**config.mk**
```make
export PLATFORM = sky130hd
export DESIGN_NAME = oh_fifo_reader_flat
export DESIGN_NICKNAME = d
export VERILOG_FILES = /design/src/rtl/oh_fifo_reader_if.sv /design/src/rtl/oh_fifo_reader.sv /design/src/flat_wrapper.sv
export SDC_FILE = /design/constraint.sdc
export NUM_CORES = 1
export LEC_CHECK = 0
export CAP_MARGIN = 20
export CELL_PAD_IN_SITES_DETAIL_PLACEMENT = 1
export CELL_PAD_IN_SITES_GLOBAL_PLACEMENT = 1
export CORE_ASPECT_RATIO = 1.2
export CORE_UTILIZATION = 30
export DETAILED_ROUTE_END_ITERATION = 6
export MAX_ROUTING_LAYER = met4
export PLACE_DENSITY = 0.67
export SYNTH_ARGS = -nofsm -noshare
export SYNTH_HDL_FRONTEND = slang
export SYNTH_SLANG_ARGS = --single-unit
```
**constraint.sdc**
```tcl
create_clock -name clk -period 3.7 [get_ports clk]
set_input_delay 1.11 -clock clk [delete_from_list [all_inputs] [get_ports clk]]
set_output_delay 1.11 -clock clk [all_outputs]
set_load 0.005 [all_outputs]
```
**src/rtl/oh_fifo_reader_if.sv**
```systemverilog
// Read-port bundle between the async FIFO, the drain engine and the downstream
// access/packet/wait stream. The master modport is the drain engine's view.
interface oh_fifo_reader_if #(
    parameter int DW = 104,
    parameter int AW = 5
);
    logic          fifo_empty;
    logic [AW-1:0] fifo_rd_count;
    logic [DW-1:0] fifo_dout;
    logic          fifo_rd_en;
    logic          access_out;
    logic [DW-1:0] packet_out;
    logic          wait_in;

    modport master (
        input  fifo_empty,
        input  fifo_rd_count,
        input  fifo_dout,
        input  wait_in,
        output fifo_rd_en,
        output access_out,
        output packet_out
    );

    modport slave (
        output fifo_empty,
        output fifo_rd_count,
        output fifo_dout,
        output wait_in,
        input  fifo_rd_en,
        input  access_out,
        input  packet_out
    );
endinterface

```
**src/rtl/oh_fifo_reader.sv**
```systemverilog
// Read-side drain engine: bursts FIFO reads into a 2-entry skid buffer that
// feeds an access/packet/wait stream.
//
//   state   | meaning
//   --------+-----------------------------------------------------------
//   S_IDLE  | no reads; idle timer runs while the FIFO holds data
//   S_BURST | reads issued whenever the skid buffer has room; leave on empty
module oh_fifo_reader #(
    parameter int DW      = 104,
    parameter int AW      = 5,
    parameter int BURST   = 4,
    parameter int TIMEOUT = 16
) (
    input  logic             clk,
    input  logic             reset,
    oh_fifo_reader_if.master io_bus,
    output logic             o_burst_active,
    output logic             o_timeout_event
);
    localparam int              TW        = (TIMEOUT > 0) ? $clog2(TIMEOUT + 1) : 1;
    localparam logic [TW-1:0]   TMO_LAST  = (TIMEOUT > 0) ? TW'(TIMEOUT - 1) : '0;
    localparam logic [AW-1:0]   BURST_LVL = AW'(BURST);

    typedef enum logic {S_IDLE, S_BURST} state_t;

    state_t          r_state;
    state_t          w_state_nxt;
    logic [TW-1:0]   r_timer;
    logic [TW-1:0]   w_timer_nxt;
    logic [1:0]      r_occ;
    logic            r_inflight;
    logic [DW-1:0]   r_head;
    logic [DW-1:0]   r_tail;
    logic            r_burst_active;
    logic            r_timeout_event;
    logic            w_pop;
    logic            w_push;
    logic            w_rd_en;
    logic            w_thr_hit;
    logic            w_tmo_hit;
    logic            w_tmo_fire;
    logic [2:0]      w_occ_proj;

    always_comb begin
        w_state_nxt = r_state;
        w_tmo_fire  = 1'b0;
        w_pop       = (r_occ != 2'd0) & ~io_bus.wait_in;
        w_push      = r_inflight;
        // Occupancy once this cycle's capture and transfer have settled;
        // a new read may only launch if its word will still have a slot.
        w_occ_proj  = {1'b0, r_occ} + {2'b00, r_inflight} - {2'b00, w_pop};
        w_thr_hit   = (io_bus.fifo_rd_count >= BURST_LVL);
        w_tmo_hit   = (TIMEOUT != 0) & ~io_bus.fifo_empty & (r_timer == TMO_LAST);

        case (r_state)
            S_IDLE: begin
                if (w_thr_hit) begin
                    w_state_nxt = S_BURST;
                end else if (w_tmo_hit) begin
                    w_state_nxt = S_BURST;
                    w_tmo_fire  = 1'b1;
                end
            end
            S_BURST: begin
                if (io_bus.fifo_empty) begin
                    w_state_nxt = S_IDLE;
                end
            end
            default: w_state_nxt = S_IDLE;
        endcase

        w_rd_en = (r_state == S_BURST) & ~io_bus.fifo_empty & (w_occ_proj < 3'd2);

        if ((r_state == S_IDLE) && !io_bus.fifo_empty) begin
            w_timer_nxt = (r_timer == '1) ? r_timer : r_timer + 1'b1;
        end else begin
            w_timer_nxt = '0;
        end
    end

    always_ff @(posedge clk) begin
        if (reset) begin
            r_state         <= S_IDLE;
            r_timer         <= '0;
            r_inflight      <= 1'b0;
            r_burst_active  <= 1'b0;
            r_timeout_event <= 1'b0;
        end else begin
            r_state         <= w_state_nxt;
            r_timer         <= w_timer_nxt;
            r_inflight      <= w_rd_en;
            r_burst_active  <= (r_state == S_BURST);
            r_timeout_event <= w_tmo_fire;
        end
    end

    // Skid buffer: r_head is always the oldest word and drives packet_out.
    always_ff @(posedge clk) begin
        if (reset) begin
            r_occ  <= 2'd0;
            r_head <= '0;
            r_tail <= '0;
        end else begin
            case ({w_push, w_pop})
                2'b10: begin
                    if (r_occ == 2'd0) begin
                        r_head <= io_bus.fifo_dout;
                    end else begin
                        r_tail <= io_bus.fifo_dout;
                    end
                    r_occ <= r_occ + 2'd1;
                end
                2'b01: begin
                    if (r_occ == 2'd2) begin
                        r_head <= r_tail;
                    end
                    r_occ <= r_occ - 2'd1;
                end
                2'b11: begin
                    if (r_occ == 2'd1) begin
                        r_head <= io_bus.fifo_dout;
                    end else begin
                        r_head <= r_tail;
                        r_tail <= io_bus.fifo_dout;
                    end
                end
                default: begin
                end
            endcase
        end
    end

    assign io_bus.fifo_rd_en  = w_rd_en;
    assign io_bus.access_out  = (r_occ != 2'd0);
    assign io_bus.packet_out  = r_head;
    assign o_burst_active     = r_burst_active;
    assign o_timeout_event    = r_timeout_event;

    a_occ_max: assert property (@(posedge clk) disable iff (reset) r_occ != 2'd3);
    a_no_overflow: assert property (@(posedge clk) disable iff (reset)
        !(w_push && !w_pop && (r_occ == 2'd2)));
endmodule

```
**src/flat_wrapper.sv**
```systemverilog
// flat-port wrapper written by rule: the top's interface ports become plain ports
module oh_fifo_reader_flat 
#(
    parameter int DW      = 104,
    parameter int AW      = 5,
    parameter int BURST   = 4,
    parameter int TIMEOUT = 16
)
  (clk, reset, o_burst_active, o_timeout_event, io_bus_fifo_empty, io_bus_fifo_rd_count, io_bus_fifo_dout, io_bus_wait_in, io_bus_fifo_rd_en, io_bus_access_out, io_bus_packet_out);
  oh_fifo_reader_if #(.DW(DW), .AW(AW)) io_bus_i ();
  input  logic clk;
  input  logic reset;
  output logic o_burst_active;
  output logic o_timeout_event;
  input wire logic [$bits(io_bus_i.fifo_empty)-1:0] io_bus_fifo_empty;
  input wire logic [$bits(io_bus_i.fifo_rd_count)-1:0] io_bus_fifo_rd_count;
  input wire logic [$bits(io_bus_i.fifo_dout)-1:0] io_bus_fifo_dout;
  input wire logic [$bits(io_bus_i.wait_in)-1:0] io_bus_wait_in;
  output wire logic [$bits(io_bus_i.fifo_rd_en)-1:0] io_bus_fifo_rd_en;
  output wire logic [$bits(io_bus_i.access_out)-1:0] io_bus_access_out;
  output wire logic [$bits(io_bus_i.packet_out)-1:0] io_bus_packet_out;
  assign io_bus_i.fifo_empty = io_bus_fifo_empty;
  assign io_bus_i.fifo_rd_count = io_bus_fifo_rd_count;
  assign io_bus_i.fifo_dout = io_bus_fifo_dout;
  assign io_bus_i.wait_in = io_bus_wait_in;
  assign io_bus_fifo_rd_en = io_bus_i.fifo_rd_en;
  assign io_bus_access_out = io_bus_i.access_out;
  assign io_bus_packet_out = io_bus_i.packet_out;
  oh_fifo_reader #(.DW(DW), .AW(AW), .BURST(BURST), .TIMEOUT(TIMEOUT)) u_core (.clk(clk), .reset(reset), .io_bus(io_bus_i), .o_burst_active(o_burst_active), .o_timeout_event(o_timeout_event));
endmodule
```
==> impl_summary.log <==
[metrics] run status: complete, no violations
[metrics] DR WL/cell: 15.8 um
[metrics] MaxCap Viol Count: 0
[metrics] Detailed Place HPWL: 16,500 um
[metrics] Mapped Avg Cell Area: 7.90 um2
[metrics] count of hold buffers inserted by post-cts repair: 0
[metrics] PortBufs: 218
[metrics] chain of cells forming the critical path: clkdlybuf4s15_1, nor2_4, xnor2_2, nand2_1, fa_1, nand2_1, nor3_2, buf_2
[metrics] clock latency reported for the late side of the worst-skew pair: 0.51 ns
[metrics] clock buffers created by TritonCTS: 25
[metrics] most instantiated library cell after synthesis: nand2_1
[metrics] share of flip-flops with an asynchronous set or reset after synthesis: 0%
[metrics] Sink Count: 219
[metrics] CTS tree: done
[metrics] total inserted antenna cells: 0
[metrics] Clock Pin Slew Worst Setup and Hold Paths: 0.06 ns
[metrics] reg-to-reg slack, setup: 1.37 ns
[metrics] I/O pin cnt: 221
[metrics] total vias in the final route: 8,102
[metrics] actual slew at the worst max-slew pin: 0.600 ns
[metrics] number of synthesized flops with an enable pin: 0
[metrics] share of synthesized area occupied by flip-flops and latches: 50.5%
[metrics] via count of the first global-routing pass: 8,214
[metrics] starting DRC count in detailed routing: 265
[metrics] total global-route track usage: 18.2%
[metrics] reg-to-reg critical path endpoint: u_core.io_bus.packet_out[16]
[metrics] Final Core Density: 42.8%
[metrics] number of buffers between clock root and the deepest sink: 3
[metrics] Placeable Area: 28,200 um2
[metrics] cell total after placement: 1,623
[metrics] flip-flop and latch count after synthesis: 219
[metrics] filler cell count: 3,353
[metrics] most frequent cell on the critical path: nand2_1
[metrics] Die Footprint: 29,600 um2
[metrics] critical path type: input pin to primary output
[metrics] data arrival time at the worst-slack endpoint: 2.49 ns
[metrics] sequential standard cell area: 4380 um2
[metrics] Hold WS: 0.455 ns
[metrics] number of max-slew violations in the final report: 0
[metrics] number of vias per cell after detailed routing: 4.85
[metrics] Period Utilization, post-route: 97.4%
[metrics] setup TNS: 0 ns
[metrics] worst supply voltage drop on vdd: 0.301 mV
[metrics] Slowest cell on crit path: fa_1
[metrics] # H-tree levels: 1
[metrics] Layout area overhead: 38.9%
[metrics] total global routing overflow: 0
[metrics] relative slew slack: 60.0%
[metrics] post-layout instance count excluding filler cells: 1,669
[metrics] Fin Clk Skew: 0.0114 ns
[metrics] y dimension of the die: 188 um
[metrics] Post-synth top flop: dfxtp_1
[metrics] Final Hold Viols: 0
[metrics] required time at the worst-slack endpoint: 2.59 ns
[metrics] global-route wire length before repair: 42,300 um
[metrics] Die Wd: 157 um
[metrics] commonest cells in the netlist: 423 x nand2_1, 219 x dfxtp_1, 115 x nor2_1
[metrics] Initial Utilization: 30.8%
[metrics] global placer's final weighted congestion: 0.744
[metrics] capture point of the worst path: io_bus_fifo_rd_en
[metrics] area of the mapped netlist: 8680 um2
[metrics] number of endpoints failing setup at the final stage: 0
[metrics] hold path cells: 2
[metrics] power density relative to cell area: 618 nW/um2
[metrics] area leader, netlist: dfxtp_1
[metrics] Net Count, Synth: 1,219
[metrics] Critical Path Stages: 8
[metrics] largest net degree at the start of global routing: 115
[metrics] family with the most delay on the worst path: adder cells
[metrics] Unique masters post-synth: 31
[metrics] kind of start point of the critical path: input pin
[metrics] net count of the finished layout: 1,393
[metrics] source of the worst register-to-register timing path: u_core.r_occ[0]
[metrics] number of instances in the synthesized netlist: 1,099
[metrics] Max stage delay on crit path: 0.48 ns
[metrics] drt pass-1 iters: 6
[metrics] Post-DRT Antenna Nets: 0
[metrics] Multi-input gate area: 3820 um2
[metrics] post-detailed-route DRC marker count: 0
[metrics] Core Rows: 67
[metrics] Worst Path Buf+Inv: 2
[metrics] Register-to-Register Path Depth: 8
[metrics] final worst path period need: 3.60 ns
[metrics] unrepaired setup endpoints after global routing: false
[metrics] Hold/Removal Path Class: register to register
[metrics] Synth warnings: 0
[metrics] Area contributors post-synth: dfxtp_1 51%, nand2_1 18%, a311oi_1 10%, a21oi_1 6.1%, nor2_1 5.0%
[metrics] root cell of the clock tree: clkbuf_16
[metrics] DRT Wirelength: 26,400 um
[metrics] top fanout value on the critical path: 2
[metrics] standby leakage power: 4.08 nW
[metrics] antenna violations before repair: 0
[metrics] Critical Path Sink Type: primary output
[metrics] Synth top area share: 50.5%
[metrics] fraction of layout instances using a drive strength above 1: 5.89%
[metrics] first element of the critical path: io_bus_wait_in
[metrics] maximum clock frequency: 278 MHz
## cell type report
class	count	area share, %
Inverter	4	0.125
Clock inverter	5	0.675
Tap cell	379	3.94
Sequential cell	219	36.4
Multi-Input combinational cell	781	31.7
Timing Repair Buffer	242	20.8
Clock buffer	39	6.38
## flip-flops by register name (all words and copies together), names as in the netlist
| signal | cells |
|---|---|
| u_core.o_burst_active | 1 |
| u_core.r_tail | 104 |
| u_core.r_timer | 5 |
| u_core.r_state | 1 |
| u_core.io_bus.packet_out | 104 |
| u_core.o_timeout_event | 1 |
| u_core.r_inflight | 1 |
| u_core.r_occ | 2 |
## metal layers
layer	up-vias	part of all wire (%)	track usage, %
met4	0	1.2	3.70
met1	3894	43	21.4
li1	4022	-	-
met3	22	5.0	3.04
met5	-	0	-
met2	164	51	32.3
## how the worst min path moves through the flow
stage,startpoint,slack (ns),endpoint
6_report,u_core.r_tail[15],0.45,u_core.r_tail[15]
5_1_grt,u_core.r_tail[35],0.47,u_core.r_tail[35]
4_1_cts,u_core.r_tail[94],0.46,u_core.r_tail[94]
3_5_place_dp,u_core.r_tail[94],0.45,u_core.r_tail[94]
3_3_place_gp,u_core.r_tail[53],0.44,u_core.r_tail[53]
2_1_floorplan,u_core.r_tail[0],0.44,u_core.r_tail[0]
## report_power, final
group	total, W	switching [W]	internal [W]
Combinational	0.00208	0.00108	0.00101
Sequential	0.00284	0.000174	0.00266
Clock	0.00253	0.000975	0.00156
## kinds of logic (layout without fill, tap and decap cells)
| group | after synthesis | in the layout | share of synthesized area (%) |
|---|---|---|---|
| xor+xnor | 7 | 7 | 0.707 |
| simple gates | 553 | 553 | 24.4 |
| flops | 219 | 219 | 50.5 |
| mux | 1 | 1 | 0.115 |
| compound gates | 213 | 213 | 17.1 |
| buf+inv | 99 | 290 | 6.11 |
| fa+ha+maj | 7 | 7 | 1.10 |
## worst register-to-register path: stages (launching register included)
cell	delay, ns
dfxtp_1	0.38
inv_1	0.11
ha_1	0.26
buf_4	0.16
nor2b_1	0.21
a2bb2oi_4	0.22
buf_12	0.40
nor2_1	0.15
a311oi_1	0.33
## stage by stage
step | power [W] | cell area, um2 | setup WS, ns
final | 0.00745 | 12100 | 0.0975
after global routing | 0.00790 | 12100 | 0.00743
after CTS | 0.00757 | 12000 | 0.0130
after detailed placement | 0.00498 | 11200 | -0.629
after global placement | 0.00493 | 11200 | -0.638
after floorplan | 0.00394 | 8680 | 0.378
## cell usage in the layout, fill, tap and decap left out, types with 2 or more instances in the layout
| cell type | instances |
|---|---|
| clkbuf_1 | 5 |
| nor3_2 | 2 |
| xnor2_1 | 3 |
| a21oi_1 | 105 |
| buf_12 | 12 |
| clkbuf_16 | 25 |
| nand2_1 | 422 |
| ha_1 | 6 |
| bufinv_16 | 2 |
| dfxtp_1 | 219 |
| nor2_1 | 115 |
| nor2b_1 | 3 |
| a311oi_1 | 103 |
| inv_1 | 3 |
| xor2_1 | 3 |
| clkbuf_8 | 9 |
| buf_4 | 12 |
| clkdlybuf4s50_1 | 215 |
## what timing repair did
action	CTS	global route
endpoints found under the setup margin	1	1
resized for setup	6	3
pin swaps	1	4
setup buffers	0	2
Power figures use the tool's default switching activity.
